==> config.mk <==
export PLATFORM = sky130hd
export DESIGN_NAME = line_buf_ctrl
export DESIGN_NICKNAME = d
export VERILOG_FILES = /design/src/rtl/line_buf_ctrl.sv
export SDC_FILE = /design/constraint.sdc
export NUM_CORES = 1
export LEC_CHECK = 0
export ABC_AREA = 1
export BUFFER_PORTS_ARGS = -buffer_cell sky130_fd_sc_hd__buf_2
export CAP_MARGIN = 0
export CORE_ASPECT_RATIO = 0.75
export CORE_MARGIN = 2
export CORE_UTILIZATION = 40
export DETAILED_ROUTE_END_ITERATION = 8
export GPL_TIMING_DRIVEN = 0
export PLACE_DENSITY = 0.58
export SYNTH_ARGS = -nofsm -noshare
export SYNTH_HDL_FRONTEND = slang
export SYNTH_SLANG_ARGS = --single-unit
export TNS_END_PERCENT = 20
==> constraint.sdc <==
create_clock -name clk -period 2.72 [get_ports clk]
set_input_delay 0.272 -clock clk [delete_from_list [all_inputs] [get_ports clk]]
set_output_delay 0.272 -clock clk [all_outputs]
set_load 0.02 [all_outputs]
==> src/rtl/line_buf_ctrl.sv <==
// line_buf_ctrl: address and sequencing controller for the 4-line BRAM delay chain
// that feeds the 5x5 conv filter. Tracks de_in/vs_in timing, drives the shared
// line-buffer address, counts rows and flags complete window columns.
// Optional feature macro: LINE_LEN_CHECK_EN (sticky line-length mismatch flag len_err).
module line_buf_ctrl #(
  parameter int unsigned ADDR_W = 12,
  parameter int unsigned WIN    = 5
) (
  input  logic              clk,
  input  logic              rst,
  input  logic              de_in,
  input  logic              vs_in,
  output logic [ADDR_W-1:0] addr,
  output logic [ADDR_W-1:0] row_cnt,
  output logic              frame_start,
  output logic              line_end,
  output logic              win_valid,
  output logic [1:0]        state
`ifdef LINE_LEN_CHECK_EN
  ,
  output logic              len_err
`endif
);

  typedef enum logic [1:0] {
    IDLE   = 2'd0,
    PRIME  = 2'd1,
    STREAM = 2'd2
  } state_e;

  localparam logic [ADDR_W-1:0] ROW_FULL = ADDR_W'(WIN - 1);
  localparam logic [ADDR_W-1:0] ADDR_MAX = '1;
  localparam logic [ADDR_W-1:0] ONE      = ADDR_W'(1);

  state_e            state_q, state_d;
  logic [ADDR_W-1:0] addr_q, addr_d;
  logic [ADDR_W-1:0] row_cnt_q, row_cnt_d;
  logic              frame_start_q, frame_start_d;
  logic              line_end_q, line_end_d;
  logic              win_valid_q, win_valid_d;
  logic              abort_q, abort_d;
  logic              de_q, vs_q;
  logic              vs_rise, de_fall;

`ifdef LINE_LEN_CHECK_EN
  logic [ADDR_W-1:0] len_q, len_d;
  logic              len_seen_q, len_seen_d;
  logic              len_err_q, len_err_d;
`endif

  // Edge detection against the previous-cycle input samples.
  assign vs_rise = vs_in & ~vs_q;
  assign de_fall = ~de_in & de_q;

  // Next-state, address, row counter and pulse generation.
  always_comb begin
    state_d       = state_q;
    addr_d        = addr_q;
    row_cnt_d     = row_cnt_q;
    frame_start_d = 1'b0;
    line_end_d    = 1'b0;
    abort_d       = abort_q;
    win_valid_d   = de_in & (state_q == STREAM) & (addr_q >= ROW_FULL);

    if (vs_rise) begin
      // New frame: restart everything; a line still in flight is aborted and
      // its trailing de_in fall is not counted as a completed line.
      state_d       = PRIME;
      addr_d        = '0;
      row_cnt_d     = '0;
      frame_start_d = 1'b1;
      abort_d       = de_in;
    end else if (state_q != IDLE) begin
      addr_d = de_in ? addr_q + ONE : '0;
      if (de_fall) begin
        abort_d = 1'b0;
        if (!abort_q) begin
          line_end_d = 1'b1;
          if (row_cnt_q != ADDR_MAX) row_cnt_d = row_cnt_q + ONE;
          if ((state_q == PRIME) && (row_cnt_d >= ROW_FULL)) state_d = STREAM;
        end
      end
    end
  end

`ifdef LINE_LEN_CHECK_EN
  // Line-length tracking: first line of a frame sets the reference length.
  always_comb begin
    len_d      = len_q;
    len_seen_d = len_seen_q;
    len_err_d  = len_err_q;
    if (vs_rise) begin
      len_seen_d = 1'b0;
      len_err_d  = 1'b0;
    end else if (state_q != IDLE) begin
      if (de_in && (addr_q == ADDR_MAX)) len_err_d = 1'b1;
      if (de_fall && !abort_q) begin
        len_d      = addr_q;
        len_seen_d = 1'b1;
        if (len_seen_q && (addr_q != len_q)) len_err_d = 1'b1;
      end
    end
  end
`endif

  // State and output registers.
  always_ff @(posedge clk or negedge rst) begin
    if (!rst) begin
      state_q       <= IDLE;
      addr_q        <= '0;
      row_cnt_q     <= '0;
      frame_start_q <= 1'b0;
      line_end_q    <= 1'b0;
      win_valid_q   <= 1'b0;
      abort_q       <= 1'b0;
      de_q          <= 1'b0;
      vs_q          <= 1'b0;
`ifdef LINE_LEN_CHECK_EN
      len_q         <= '0;
      len_seen_q    <= 1'b0;
      len_err_q     <= 1'b0;
`endif
    end else begin
      state_q       <= state_d;
      addr_q        <= addr_d;
      row_cnt_q     <= row_cnt_d;
      frame_start_q <= frame_start_d;
      line_end_q    <= line_end_d;
      win_valid_q   <= win_valid_d;
      abort_q       <= abort_d;
      de_q          <= de_in;
      vs_q          <= vs_in;
`ifdef LINE_LEN_CHECK_EN
      len_q         <= len_d;
      len_seen_q    <= len_seen_d;
      len_err_q     <= len_err_d;
`endif
    end
  end

  assign addr        = addr_q;
  assign row_cnt     = row_cnt_q;
  assign frame_start = frame_start_q;
  assign line_end    = line_end_q;
  assign win_valid   = win_valid_q;
  assign state       = state_q;
`ifdef LINE_LEN_CHECK_EN
  assign len_err     = len_err_q;
`endif

endmodule
* Yosys cells after proc, flatten, opt, wreduce, memory -nomap -nowiden
Index checks and enable logic that the tools add are counted.
Storage, ports and cells: register bits 32, bits of input ports 4, output and inout port bits 29, logic and storage cells 56
Cells by class: add/subtract/negate cells 2, $lt $le $gt $ge 2, eq/ne operators 4, multiplexer cells 25, bitwise gates (word level) 6, reductions and logical operators 8
Operators by type and width (number):
- $mux 12 | 12
- $add 12x1->12 const B | 2
- $ge 12x3->1 const B | 2
- $ne 12x12->1 const B | 1
- $mux 2 | 5
- $mux 1 | 8
- $reduce_bool 2->1 | 4
- $and 1x1->1 | 4
- $reduce_and 4->1 | 1
- $reduce_and 3->1 | 1
- $eq 2x1->1 const B | 1
- $eq 2x2->1 const B | 1
- $ne 2x1->1 const B | 1
- $not 1->1 | 2
- $reduce_and 2->1 | 1
- $logic_and 1x1->1 | 1

* Depth between registers and ports, before layout
Gate-level depths: netlist of the first run.
depth after elaboration 13, gate-level depth with buffers 13

* Worst setup path after synthesis of the first run
Ideal clock, no wire load.
path type reg-to-reg, start register row_cnt_q[0], in the netlist row_cnt[0], end register state_q[0], in the netlist state[0], library setup time 0.123 ns, arrival time 1.600 ns, slack 0.997 ns, stages on the path, launching flop included 14, buffers on the path 1, period minus slack after synthesis 1.723 ns, path through dfrtp_1 ha_1 nand3_2 inv_2 nand3_2 buf_6 nand2_2 inv_2 nand2_1 inv_1 nand3_1 nand2_1 nand2_1 nand2_1
On the way: cells in the longest elaborated chain, start to end 10
RTL lines:
- from (decl) | line 37 | logic [ADDR_W-1:0] row_cnt_q, row_cnt_d;
- from (signal assigned) | line 126 | row_cnt_q <= row_cnt_d;
- $add 12x1->12 or $ne 12x12->1 (tied branches) | line 79 | if (row_cnt_q != ADDR_MAX) row_cnt_d = row_cnt_q + ONE;
- $mux 12 (*) | line 79
- $mux 12 (*) | line 77 | if (!abort_q) begin
- $mux 12 (*) | line 75 | if (de_fall) begin
- $mux 12 (*) | line 73 | end else if (state_q != IDLE) begin
- $mux 12 (*) | line 65 | if (vs_rise) begin
- $ge 12x3->1 (*) | line 80 | if ((state_q == PRIME) && (row_cnt_d >= ROW_FULL)) state_d = STREAM;
- $logic_and 1x1->1 (*) | line 80
- $reduce_bool 2->1 (no source line) (*)
- $reduce_and 4->1 (no source line) (*)
- to (signal assigned) | line 124 | state_q <= state_d;
- to (decl) | line 35 | state_e state_q, state_d;
Mark *: on every way between the ends. The rest lies on a longest branch, timed or not. The select of a mux whose other input is x is not followed. A chain may end at the register's enable or synchronous reset.

* Worst setup path after layout of the first run
start register row_cnt_q[0], in the netlist row_cnt[0], end register state_q[1], in the netlist state[1]
Same word-level chain as after synthesis.

==> metrics.md, run 1 <==
| Metric | Value |
|---|---|
| Skew final | ~0.0072 ns |
| IO Port Bufs | 32 |
| Layout Area Growth over Synthesis | 17.7% |
| Internal power | 0.000817 W |
| Drt total wl | between 4 and 5 mm |
| Largest net degree at the start of global routing | 33 |
| Die width | about 82 um |
| Relative slew slack | between 50% and 60% |
| Total Neg Setup Slack | 0 ns |
| I/O pin cnt | 33 |
| Static Leak | roughly 1.1 nW |
| Clock sink total | 32 |
| Fin crit share | between 60% and 70% |
| Sw Share | between 30 and 40% |
| Slew of the pin with the lowest slew margin | 0.711 ns |
| Tmin final | 1.84 ns |
| Post-synthesis cell count | 234 |
| CP Max Fanout | 7 |
| Syn_area_per_cell | between 7 and 8 sq um |
| Sequential fraction of the synthesis area | between 40% and 50% |
| Antenna fix cells | 0 |
| Vias per cell | roughly 4.9 |
| Distinct cells, synth | 28 |
| Arr. time, crit path | 1.98 ns |
| Area post-placement | roughly 2000 sq um |
| Outcome | finished, final reports clean |
| Avg WL per Cell | 12.2 um |
| HPWL after detailed placement | 3.06 mm |
| Sequential Power Share | ~46% |
| Initial Utilization | slightly above 40% |
| Antenna violations before repair | 0 |
| Post-Layout Inst Area | approximately 2100 sq um |
| Vias in the first global route | roughly 1400 |
| First-pass GRT wire length | between 6 and 7 mm |
| CTS Buf Count | 5 |
| Total number of vias | 1619 |
| Die Y | 62.4 um |
| Max incr delay on CP | 0.45 ns |
| Fin. max-slew vios | 0 |
| Drt first pass iters | 4 |
| Combinational Power Share | 23.8% |
| Synthesis-stage register bit count | 32 |
| Die area | 5110 sq um |
| Routability cong. | between 0.8 and 0.9 |
| Row count | 21 |
| Hold Violations, Final | 0 |
| Layout cells sized above 1 | 22.6% |
| Congestion Overflow GR | 0 |
| Largest vdd supply drop | about 0.34 mV |
| CTS max path bufs | 2 |
| Non-Filler Instances | between 300 and 400 |
| Worst skew pair latency | between 0.2 and 0.3 ns |
| Layout Nets | 280 |
| CP top delay family | simple AND/OR/NAND/NOR gates |
| DRT iter0 DRCs | 94 |
| Hold WC Path Type | input port to asynchronous set/reset pin |
| Peak Freq | approximately 540 MHz |
| Warnings, synthesis | 0 |
| RSZ-0062 raised after global routing | no |
| Final ANT Viol Nets | 0 |
| Crit path launch type | flop |
| Required time of the critical path | roughly 2.9 ns |
| Depth of the CTS H-tree | 2 |
| Max-cap violation count | 0 |
| Placed Cells | about 320 |
| Hold-fix buffers, CTS | 0 |
| Crit path buf inv count | 0 |
| Critical path class | flop to flop |
| Crit-path slowest cell | dfrtp_1 |
| Clock Power Share | between 30 and 40% |
| CTS resizes | 0 |
| CTS tree | done |
| Syn Nets | between 200 and 250 |
| Core area | between 4000 and 5000 sq um |
| DRC | 0 |
| Setup repair bufs after CTS | 0 |
| Final setup fails | 0 |
| Mapped cell area | roughly 1800 sq um |
| Crit end category | flop |
| Total GRT Usage | about 17% |
| Clk slew on worst S/H paths | about 0.060 ns |
| Sw Pwr | 0.000412 W |
| Root Driver | clkbuf_8 |
| Crit-path cells | ha_1 -> nand3_2 -> nor2_4 -> a21oi_1 -> nor2_1 -> nand2_1 -> nor2_1 -> nand3_1 -> nand2_1 -> a21oi_2 |
| Final Worst Setup Slack | 0.880 ns |
| Power Dens Cells | 574 nW/um^2 |
| Pre-CTS setup slack | around 0.89 ns |
-- final timing paths --
| path | startpoint | to | slack (ns) | cells after the start |
|---|---|---|---|---|
| worst max-delay path | row_cnt[0]$_DFFE_PN0P_ | state[1]$_DFFE_PN0P_ | 0.88 | 10 |
| worst min-delay path | rst | addr[5]$_DFFE_PN0P_ | 0.04 | 1 |
| worst max register to register | row_cnt[0]$_DFFE_PN0P_ | state[1]$_DFFE_PN0P_ | 0.88 | 10 |
| worst min register to register | vs_q$_DFF_PN0_ | frame_start$_DFF_PN0_ | 0.49 | 1 |
| max in group asynchronous | rst | addr[9]$_DFFE_PN0P_ | 2.22 | 1 |
| min in group clk | vs_in | vs_q$_DFF_PN0_ | 0.11 | 1 |
-- kinds of logic after synthesis --
family	count (synthesis)	synth area share, %
AO/OA/AOI/OAI	37	11.8
XOR/XNOR	6	3.30
adder cells (fa/ha/maj)	3	2.06
buffers and inverters	44	9.90
flip-flops	32	44.0
AND/OR/NAND/NOR	112	28.9
-- worst reg2reg max path, stage by stage (launching register included) --
cell and delay (ns):
dfrtp_1 0.45, ha_1 0.24, nand3_2 0.17, nor2_4 0.19, a21oi_1 0.08, nor2_1 0.14, nand2_1 0.08, nor2_1 0.10
nand3_1 0.10, nand2_1 0.11, a21oi_2 0.06
-- per-layer routing --
metal  GRT usage [%]  wire length (um)  vias to the layer above
met4            5.00                25                        0
met2            22.8              1600                       36
met3            4.62               239                        4
met5               0                 0                        -
met1            27.2              2170                      737
li1                -                 -                      842
-- cell type report --
| class | count | area [sq um] |
|---|---|---|
| buffer | 2 | 22.5 |
| timing repair buffer | 32 | 160 |
| fill | 468 | 2270 |
| multi-input combinational | 158 | 838 |
| sequential | 32 | 801 |
| clock buffer | 8 | 90.1 |
| tap | 57 | 71.3 |
| inverter | 42 | 158 |
-- synth_stat cells --
cell      instances  area share, %
nor3_1            6            1.7
nand3_1          14            3.9
a21oi_1          12            3.3
nor3_2            1           0.55
or2_1             1           0.34
inv_1            37            7.6
nor2_1           24            5.0
buf_6             2            1.2
dfrtp_1          32             44
clkinv_1          1           0.21
nand3_2           3            1.7
xor2_1            4            1.9
nand2_2           3            1.0
a21oi_2           2           0.96
o21a_1            1           0.41
nor2_4            2            1.2
o221ai_1          1           0.48
xor2_2            1           0.89
o22ai_1           7            2.4
o21ai_0          12            3.3
inv_2             4           0.83
xnor2_1           1           0.48
ha_1              3            2.1
nor4_1            3            1.0
nand4_1           5            1.7
nand2_1          46            9.5
nor2_2            4            1.4
a31o_2            2           0.96
-- registers in the layout, indices dropped and copies added, names as in the netlist --
| register | flops |
|---|---|
| win_valid | 1 |
| frame_start | 1 |
| state | 2 |
| addr | 12 |
| line_end | 1 |
| abort_q | 1 |
| de_q | 1 |
| row_cnt | 12 |
| vs_q | 1 |
-- cells in the final DEF (no fill, tap or decap), drive strengths merged, types with 2 or more instances in the layout --
master / synthesis / final
xor2: 5 / 5
o22ai: 7 / 7
o21ai: 12 / 12
nand2: 49 / 49
nand4: 5 / 5
a21oi: 14 / 14
buf: 2 / 34
dfrtp: 32 / 32
nor3: 7 / 7
nand3: 17 / 17
nor4: 3 / 3
nor2: 30 / 30
ha: 3 / 3
clkbuf: 0 / 8
inv: 41 / 41
a31o: 2 / 2
-- stage by stage --
| stage | hold slack [ns] | total power (W) | utilization, % |
|---|---|---|---|
| after floorplan | -0.0236 | 0.000769 | - |
| after global placement | 0.384 | 0.000865 | 46.5 |
| after detailed placement | 0.381 | 0.000866 | 46.5 |
| after CTS | 0.0816 | 0.00125 | 48.5 |
| after global routing | 0.103 | 0.00132 | 48.5 |
| final | 0.0428 | 0.00123 | 48.5 |
-- power by group through the flow --
stage          logic [W]  clock network [W]  registers [W]
2_1_floorplan   0.000158                  0       0.000612
3_3_place_gp    0.000295                  0       0.000571
3_5_place_dp    0.000295                  0       0.000571
4_1_cts         0.000296           0.000393       0.000562
5_1_grt         0.000329           0.000417       0.000571
6_report        0.000292           0.000374       0.000562
(Power assumes the default switching activity.)
==> run 2: changes to the inputs <==
Settings changed: ABC_AREA 1 to 0.
Clock period 2.72 ns to 1.7 ns, I/O delays scaled along.
==> run 2 against run 1 <==
Against the previous run: the run now ends with setup timing left; via count rose by 5.0%; cell area rose by 11%; utilization rose by 5.1 points; sequential share of layout area fell by 3.2 points; fmax fell by 5.9%; hold slack improved by 0.058 ns; clock skew fell by 0.0052 ns; largest power group unchanged.
==> metrics.md, run 2 <==
| Metric | Value |
|---|---|
| Root Driver | clkbuf_8 |
| Layout cells sized above 1 | 36.2% (+14 points) |
| Final ANT Viol Nets | 0 (unchanged) |
| Area contributors post-synth | dfrtp_1 (44%), nand2_1 (4.1%), o21ai_0 (3.6%) |
| Commonest non-fill, non-tap cell in the layout | buf_2 |
| GR Util met2 | 24.0% (+1.2 points) |
| Failing checks | setup timing |
| Vias per cell | 5.61 (+15%) |
| CTS tree | done |
| Syn_area_per_cell | 9.43 sq um (+21%) |
| Mapped cell area | 1820 sq um (about the same) |
| Core area | 4410 sq um (unchanged) |
| Non-Filler Instances | 303 (-8.5%) |
| Hold WC Path Type | input port to flop |
| Static Leak | 1.09 nW (+1.4%) |
| RSZ-0062 raised after global routing | yes |
| Peak Freq | 512 MHz (-5.9%) |
| CP startpoint | row_cnt[1]$_DFFE_PN0P_ |
| Total GRT Usage | 19.8% (+2.6 points) |
| Drt first pass iters | 4 (unchanged) |
| Clock Power Share | 37.6% (+7.1 points) |
| Area post-placement | 2080 sq um (+1.4%) |
| Antenna fix cells | 0 (unchanged) |
| EDFF count, synth | 0 (unchanged) |
| Final hold slack | 0.101 ns (+0.0583 ns) |
| DRT iter0 DRCs | 82 (-13%) |
| Internal power | 0.00124 W (+52%) |
| Commonest cells in the netlist | dfrtp_1 (32), nand2_1 (20), nor2_1 (16), o21ai_0 (13) |
| Routing usage on met3 | 4.77% (+0.14 points) |
| CTS Buf Count | 5 (unchanged) |
| Vias in the first global route | 1543 (+8.4%) |
| Crit end category | flop |
| Distinct cells, synth | 50 (+79%) |
| Largest vdd supply drop | 0.357 mV (+4.6%) |
| Pre-CTS setup slack | -0.369 ns (-1.26 ns) |
| Combinational Power Share | 14.0% (-9.8 points) |
| IO Port Bufs | 32 (unchanged) |
| Layout Nets | 253 (-9.6%) |
| Met1 Usage GRT | 34.0% (+6.7 points) |
| Die area | 5110 sq um (about the same) |
| Placed Cells | 282 (-13%) |
| First-pass GRT wire length | 7.77 mm (+15%) |
| Outcome | finished with violations |
| HPWL after detailed placement | 3.16 mm (+3.4%) |
| Tmin final | 1.95 ns (+0.115 ns) |
| Min-delay src | de_in |
| I/O pin cnt | 33 (unchanged) |
| Final setup fails | 3 (+3) |
| Share of the synthesized area in the top cell type | 44.0% (about the same) |
| Sequential Power Share | 48.3% (+2.5 points) |
| Post-synthesis cell count | 193 (-18%) |
| Clock sink total | 32 (unchanged) |
| Fin crit share | 115% (+47 points) |
| Max-cap violation count | 0 (unchanged) |
| Top Usage Layer GRT | met1 |
| Avg WL per Cell | 15.3 um (+25%) |
| Synth async-reset ratio | 100% (unchanged) |
| Die Y | 62.4 um (about the same) |
| Congestion Overflow GR | 0 (unchanged) |
| Synth Flop Type | dfrtp_1 |
| Synthesis-stage register bit count | 32 (unchanged) |
| Relative slew slack | 52.1% (-0.46 points) |
| Sequential fraction of the synthesis area | 44.0% (about the same) |
| Required time of the critical path | 1.87 ns (-0.99 ns) |
| Power Dens Cells | 714 nW/um^2 (+24%) |
| Fin. max-slew vios | 0 (unchanged) |
| Post-Layout Inst Area | 2370 sq um (+11%) |
| Count leader, synth | dfrtp_1 |
| Critical path class | flop to flop |
| Syn Nets | 200 (-17%) |
| Arr. time, crit path | 2.13 ns (+0.15 ns) |
| Warnings, synthesis | 0 (unchanged) |
| Largest net degree at the start of global routing | 33 (unchanged) |
| Row count | 21 (unchanged) |
| Initial Utilization | 41.2% (about the same) |
| Clk slew on worst S/H paths | 0.06 ns (about the same) |
| Worst r2r src | row_cnt[1]$_DFFE_PN0P_ |
| Hold Violations, Final | 0 (unchanged) |
| Synth area leader | dfrtp_1 |
| Sw Pwr | 0.000450 W (+9.4%) |
| Worst skew pair latency | 0.28 ns (about the same) |
| Antenna violations before repair | 0 (unchanged) |
| Sw Share | 26.7% (-6.8 points) |
| Skew final | 0.00202 ns (-0.00522 ns) |
| Final Worst Setup Slack | -0.255 ns (-1.13 ns) |
| CTS max path bufs | 2 (unchanged) |
| CP Max Fanout | 5 (-2) |
| Routability cong. | 0.803 (-4.1%) |
| Depth of the CTS H-tree | 2 (unchanged) |
| Layout Area Growth over Synthesis | 30.0% |
| Total number of vias | 1700 (+5.0%) |
| Die width | 81.9 um (about the same) |
| Drt total wl | 4.63 mm (+15%) |
| Most frequent cells in the layout | buf_2 (32), dfrtp_1 (25), nand2_1 (19), nor2_1 (14) |
| DRC | 0 (unchanged) |
| Crit path launch type | flop |
| Slew of the pin with the lowest slew margin | 0.718 ns (+0.00689 ns) |
run 2: cell types whose count changed after synthesis, sizes merged, moves of 6 or more:
| cell | delta |
|---|---|
| nand3 | -7 |
| inv | -37 |
| nand2 | -29 |
| nor2 | -14 |
| a31oi | +6 |
| a21oi | -6 |
| o22ai | -7 |
| and3 | +7 |
run 2: worst paths after layout:
check	cells past startpoint	end	slack, ns
hold reg to reg	1	addr[11]$_DFFE_PN0P_	0.54
setup reg to reg	6	state[1]$_DFFE_PN0P_	-0.25
min in group asynchronous	2	row_cnt[11]$_DFFE_PN0P_	0.47
setup / recovery	6	state[1]$_DFFE_PN0P_	-0.25
hold / removal	1	de_q$_DFF_PN0_	0.10
max in group asynchronous	2	row_cnt[9]$_DFFE_PN0P_	0.72
run 2: layout make-up:
class                   count  area [sq um]
flip-flops and latches     32           810
multi-input cells         150          1050
repair buffers             46           270
clock buffers               7          96.3
fillers                   439          2050
well taps                  57          71.3
inverters                   5          18.8
plain buffers               6          46.3
run 2: power groups by stage:
stage                     Sequential (W)  Clock, W  Combinational [W]
after global routing            0.000820  0.000695           0.000265
after detailed placement        0.000845         0           0.000182
after global placement          0.000845         0           0.000185
after CTS                       0.000816  0.000655           0.000227
final                           0.000817  0.000636           0.000237
after floorplan                 0.000863         0          0.0000907
run 2: per-stage QoR:
stage	total power (W)	TNS [ns]	utilization (%)
detailed placement	0.00103	-1.46	47.1
finish	0.00169	-0.512	53.6
global placement	0.00103	-1.52	47.1
CTS	0.00170	-0.830	51.7
global route	0.00178	-1.02	53.6
floorplan	0.000954	-0.416	-
run 2: what timing repair did:
action	4_1_cts	5_1_grt
pin swaps	1	5
endpoints found under the setup margin	11	19
buffers inserted	7	5
resized for setup	9	15
endpoints found under the hold margin	33	0
hold buffers	2	0
run 2: cell families after synthesis:
family                   count (synthesis)  share of synthesized area [%]
XOR/XNOR                                 7                           3.37
flip-flops                              32                           44.0
AO/OA/AOI/OAI                           44                           16.2
multiplexers                             2                           1.17
adder cells (fa/ha/maj)                  3                           2.06
AND/OR/NAND/NOR                         94                           29.8
buffers and inverters                   11                           3.37
run 2: per-layer routing:
layer / part of all wire (%) / wire [um]
met2: 40 / 1880
met4: 0.99 / 46
met3: 4.9 / 226
met1: 54 / 2480
met5: 0 / 0
run 2: worst max-delay path, stage by stage (launching register included):
cell and delay (ns):
dfrtp_2 0.42, ha_4 0.18, nand3_4 0.10, or2b_1 0.23, a221o_1 0.34, a211o_1 0.27, a221o_1 0.29
==> run 3: changes to the inputs <==
Settings changed: ABC_AREA 0 to 1.
==> run 3 against run 2 <==
Against the previous run: critical path type unchanged; the run now ends clean; global-route usage down 1.0 points; clock skew up 0.0028 ns; worst setup slack better by 0.34 ns; sequential share of layout area up 0.88 points; largest cell class unchanged; fmax up 21%.
==> metrics.md, run 3 (synthesis results as in run 1) <==
| Metric | Value |
|---|---|
| Outcome | finished, final reports clean |
| Sw Share | 34.6% (+7.9 points) |
| Flop-to-flop setup slack | 0.09 ns (+0.34 ns) |
| Static Leak | 1.14 nW (+4.1%) |
| Clock sink total | 32 (unchanged) |
| Combinational Power Share | 26.6% (+13 points) |
| Register-to-Register Path Depth | 9 (+3) |
| Avg WL per Cell | 12.6 um (-17%) |
| Drt first pass iters | 4 (unchanged) |
| Largest vdd supply drop | 0.504 mV (+41%) |
| Reg2reg end | state[1]$_DFFE_PN0P_ |
| I/O pin cnt | 33 (unchanged) |
| Non-Filler Instances | 338 (+12%) |
| Internal power | 0.00135 W (+8.7%) |
| Initial Utilization | 41.2% (about the same) |
| Root Driver | clkbuf_8 |
| Drt total wl | 4.27 mm (-7.7%) |
| CTS max path bufs | 2 (unchanged) |
| Fin crit share | 94.9% (-20 points) |
| RSZ-0062 raised after global routing | yes |
| Hold Violations, Final | 0 (unchanged) |
| Layout Nets | 287 (+13%) |
| DRC | 0 (unchanged) |
| Worst r2r src | row_cnt[1]$_DFFE_PN0P_ |
| Die width | 81.9 um (about the same) |
| Skew final | 0.00486 ns (+0.00284 ns) |
| HPWL after detailed placement | 3.09 mm (-2.2%) |
| Area post-placement | 2050 sq um (-1.3%) |
| Routability cong. | 0.833 (+3.7%) |
| Commonest non-fill, non-tap cell in the layout | nand2_1 |
| IO Port Bufs | 32 (unchanged) |
| Layout cells sized above 1 | 31.0% (-5.2 points) |
| Placed Cells | 323 (+15%) |
| Final setup fails | 0 (-3) |
| Max-cap violation count | 0 (unchanged) |
| Crit end category | flop |
| Crit path launch type | flop |
| Sequential Power Share | 43.8% (-4.5 points) |
| Critical path class | flop to flop |
| Largest net degree at the start of global routing | 33 (unchanged) |
| Antenna fix cells | 0 (unchanged) |
| Die Y | 62.4 um (about the same) |
| Final Worst Setup Slack | 0.0862 ns (+0.341 ns) |
| Worst skew pair latency | 0.29 ns (about the same) |
| Clk slew on worst S/H paths | 0.07 ns (about the same) |
| Total GRT Usage | 18.8% (-1.0 points) |
| Clock Power Share | 29.6% (-8.0 points) |
| Critical path destination | state[1]$_DFFE_PN0P_ |
| Final ANT Viol Nets | 0 (unchanged) |
| Peak Freq | 620 MHz (+21%) |
| Final hold slack | 0.195 ns (+0.0942 ns) |
| Core area | 4410 sq um (unchanged) |
| Congestion Overflow GR | 0 (unchanged) |
| Power Dens Cells | 895 nW/um^2 (+25%) |
| First-pass GRT wire length | 7.30 mm (-6.0%) |
| Arr. time, crit path | 1.78 ns (-0.35 ns) |
| Row count | 21 (unchanged) |
| CP Max Fanout | 3 (-2) |
| Die area | 5110 sq um (about the same) |
| Crit-path cells | ha_4 -> nand3_4 -> buf_4 -> xor2_1 -> nand3_1 -> nor2_2 -> nand3_2 -> nand2_2 -> a21oi_2 |
| Total number of vias | 1682 (-1.1%) |
| Pre-CTS setup slack | -0.0694 ns (+0.300 ns) |
| Vias in the first global route | 1535 (-0.52%) |
| Crit-path slowest cell | dfrtp_1 |
| Vias per cell | 4.98 (-11%) |
| Layout Area Growth over Synthesis | 26.4% |
| Tmin final | 1.61 ns (-0.341 ns) |
| CTS Buf Count | 5 (unchanged) |
| DRT iter0 DRCs | 83 (+1.2%) |
| Slew of the pin with the lowest slew margin | 0.727 ns (+0.00902 ns) |
| Depth of the CTS H-tree | 2 (unchanged) |
| Required time of the critical path | 1.86 ns (about the same) |
| Post-Layout Inst Area | 2300 sq um (-2.8%) |
| Hold WC Path Type | input port to flop |
| Sw Pwr | 0.000712 W (+58%) |
| Relative slew slack | 51.5% (-0.60 points) |
| Antenna violations before repair | 0 (unchanged) |
| Most frequent cells in the layout | nand2_1 (43), inv_1 (37), buf_2 (32), dfrtp_1 (27), nor2_1 (17) |
| Max incr delay on CP | 0.42 ns (about the same) |
| CP startpoint | row_cnt[1]$_DFFE_PN0P_ |
| Fin. max-slew vios | 0 (unchanged) |
| CTS tree | done |
-- run 3: cell count changes in the layout (fill, tap and decap cells not counted), moves of 4 or more --
cell | before | now
buf_4 | 13 | 3
a21oi_1 | 8 | 12
nand3_2 | 0 | 5
nor2_2 | 1 | 7
inv_1 | 3 | 37
a31oi_1 | 6 | 0
and3_1 | 4 | 0
nor2_4 | 1 | 6
nand2_2 | 1 | 6
o22ai_1 | 0 | 7
nand2_1 | 19 | 43
-- run 3: metrics by stage --
stage	total power [W]	util (%)	setup TNS (ns)
6_report	0.00206	52.1	0
3_5_place_dp	0.00139	46.5	-0.123
2_1_floorplan	0.00123	-	0
5_1_grt	0.00220	52.1	-0.109
3_3_place_gp	0.00138	46.5	-0.123
4_1_cts	0.00204	50.1	0
-- run 3: repair_timing --
item,4_1_cts,5_1_grt
gates resized for setup,3,23
endpoints found under the hold margin,34,0
hold buffers,3,0
setup buffers,3,1
endpoints found under the setup margin,2,15
pin swaps,2,5
-- run 3: worst min path at each step --
stage | startpoint | to | slack, ns | cells after the start
after detailed placement | rst | addr[4]$_DFFE_PN0P_ | 0.29 | 1
final | vs_in | frame_start$_DFF_PN0_ | 0.20 | 3
after global placement | rst | addr[4]$_DFFE_PN0P_ | 0.28 | 1
after CTS | vs_in | frame_start$_DFF_PN0_ | 0.19 | 3
after floorplan | rst | abort_q$_DFFE_PN0P_ | -0.13 | 0
after global routing | vs_in | frame_start$_DFF_PN0_ | 0.20 | 3
-- run 3: layout make-up --
cell class | count | area (sq um)
Tap cell | 57 | 71.3
Buffer | 2 | 22.5
Clock buffer | 6 | 82.6
Fill cell | 437 | 2110
Clock inverter | 2 | 10.0
Inverter | 42 | 158
Multi-Input combinational cell | 158 | 925
Timing Repair Buffer | 39 | 224
Sequential cell | 32 | 807
-- run 3: layer usage --
metal	part of all wire (%)	vias to the layer above	routed length, um	track usage (%)
met2	40	56	1700	24.0
met5	0	-	0	0
li1	-	849	-	-
met3	6.3	6	270	4.34
met4	1.2	0	50	7.50
met1	53	771	2250	30.1
-- run 3: critical path, delay by kind of cell, from the launching register on --
kind / cells / cell delay (ns)
XOR/XNOR: 1 / 0.22
flip-flops: 1 / 0.42
buffers and inverters: 1 / 0.12
adder cells (fa/ha/maj): 1 / 0.19
AO/OA/AOI/OAI: 1 / 0.05
AND/OR/NAND/NOR: 5 / 0.50
-- run 3: power groups by stage --
stage / Sequential [W] / Clock, W / Combinational (W)
after floorplan: 0.000980 / 0 / 0.000252
after global placement: 0.000914 / 0 / 0.000470
after detailed placement: 0.000915 / 0 / 0.000472
after CTS: 0.000894 / 0.000639 / 0.000511
after global routing: 0.000911 / 0.000671 / 0.000621
final: 0.000902 / 0.000609 / 0.000548
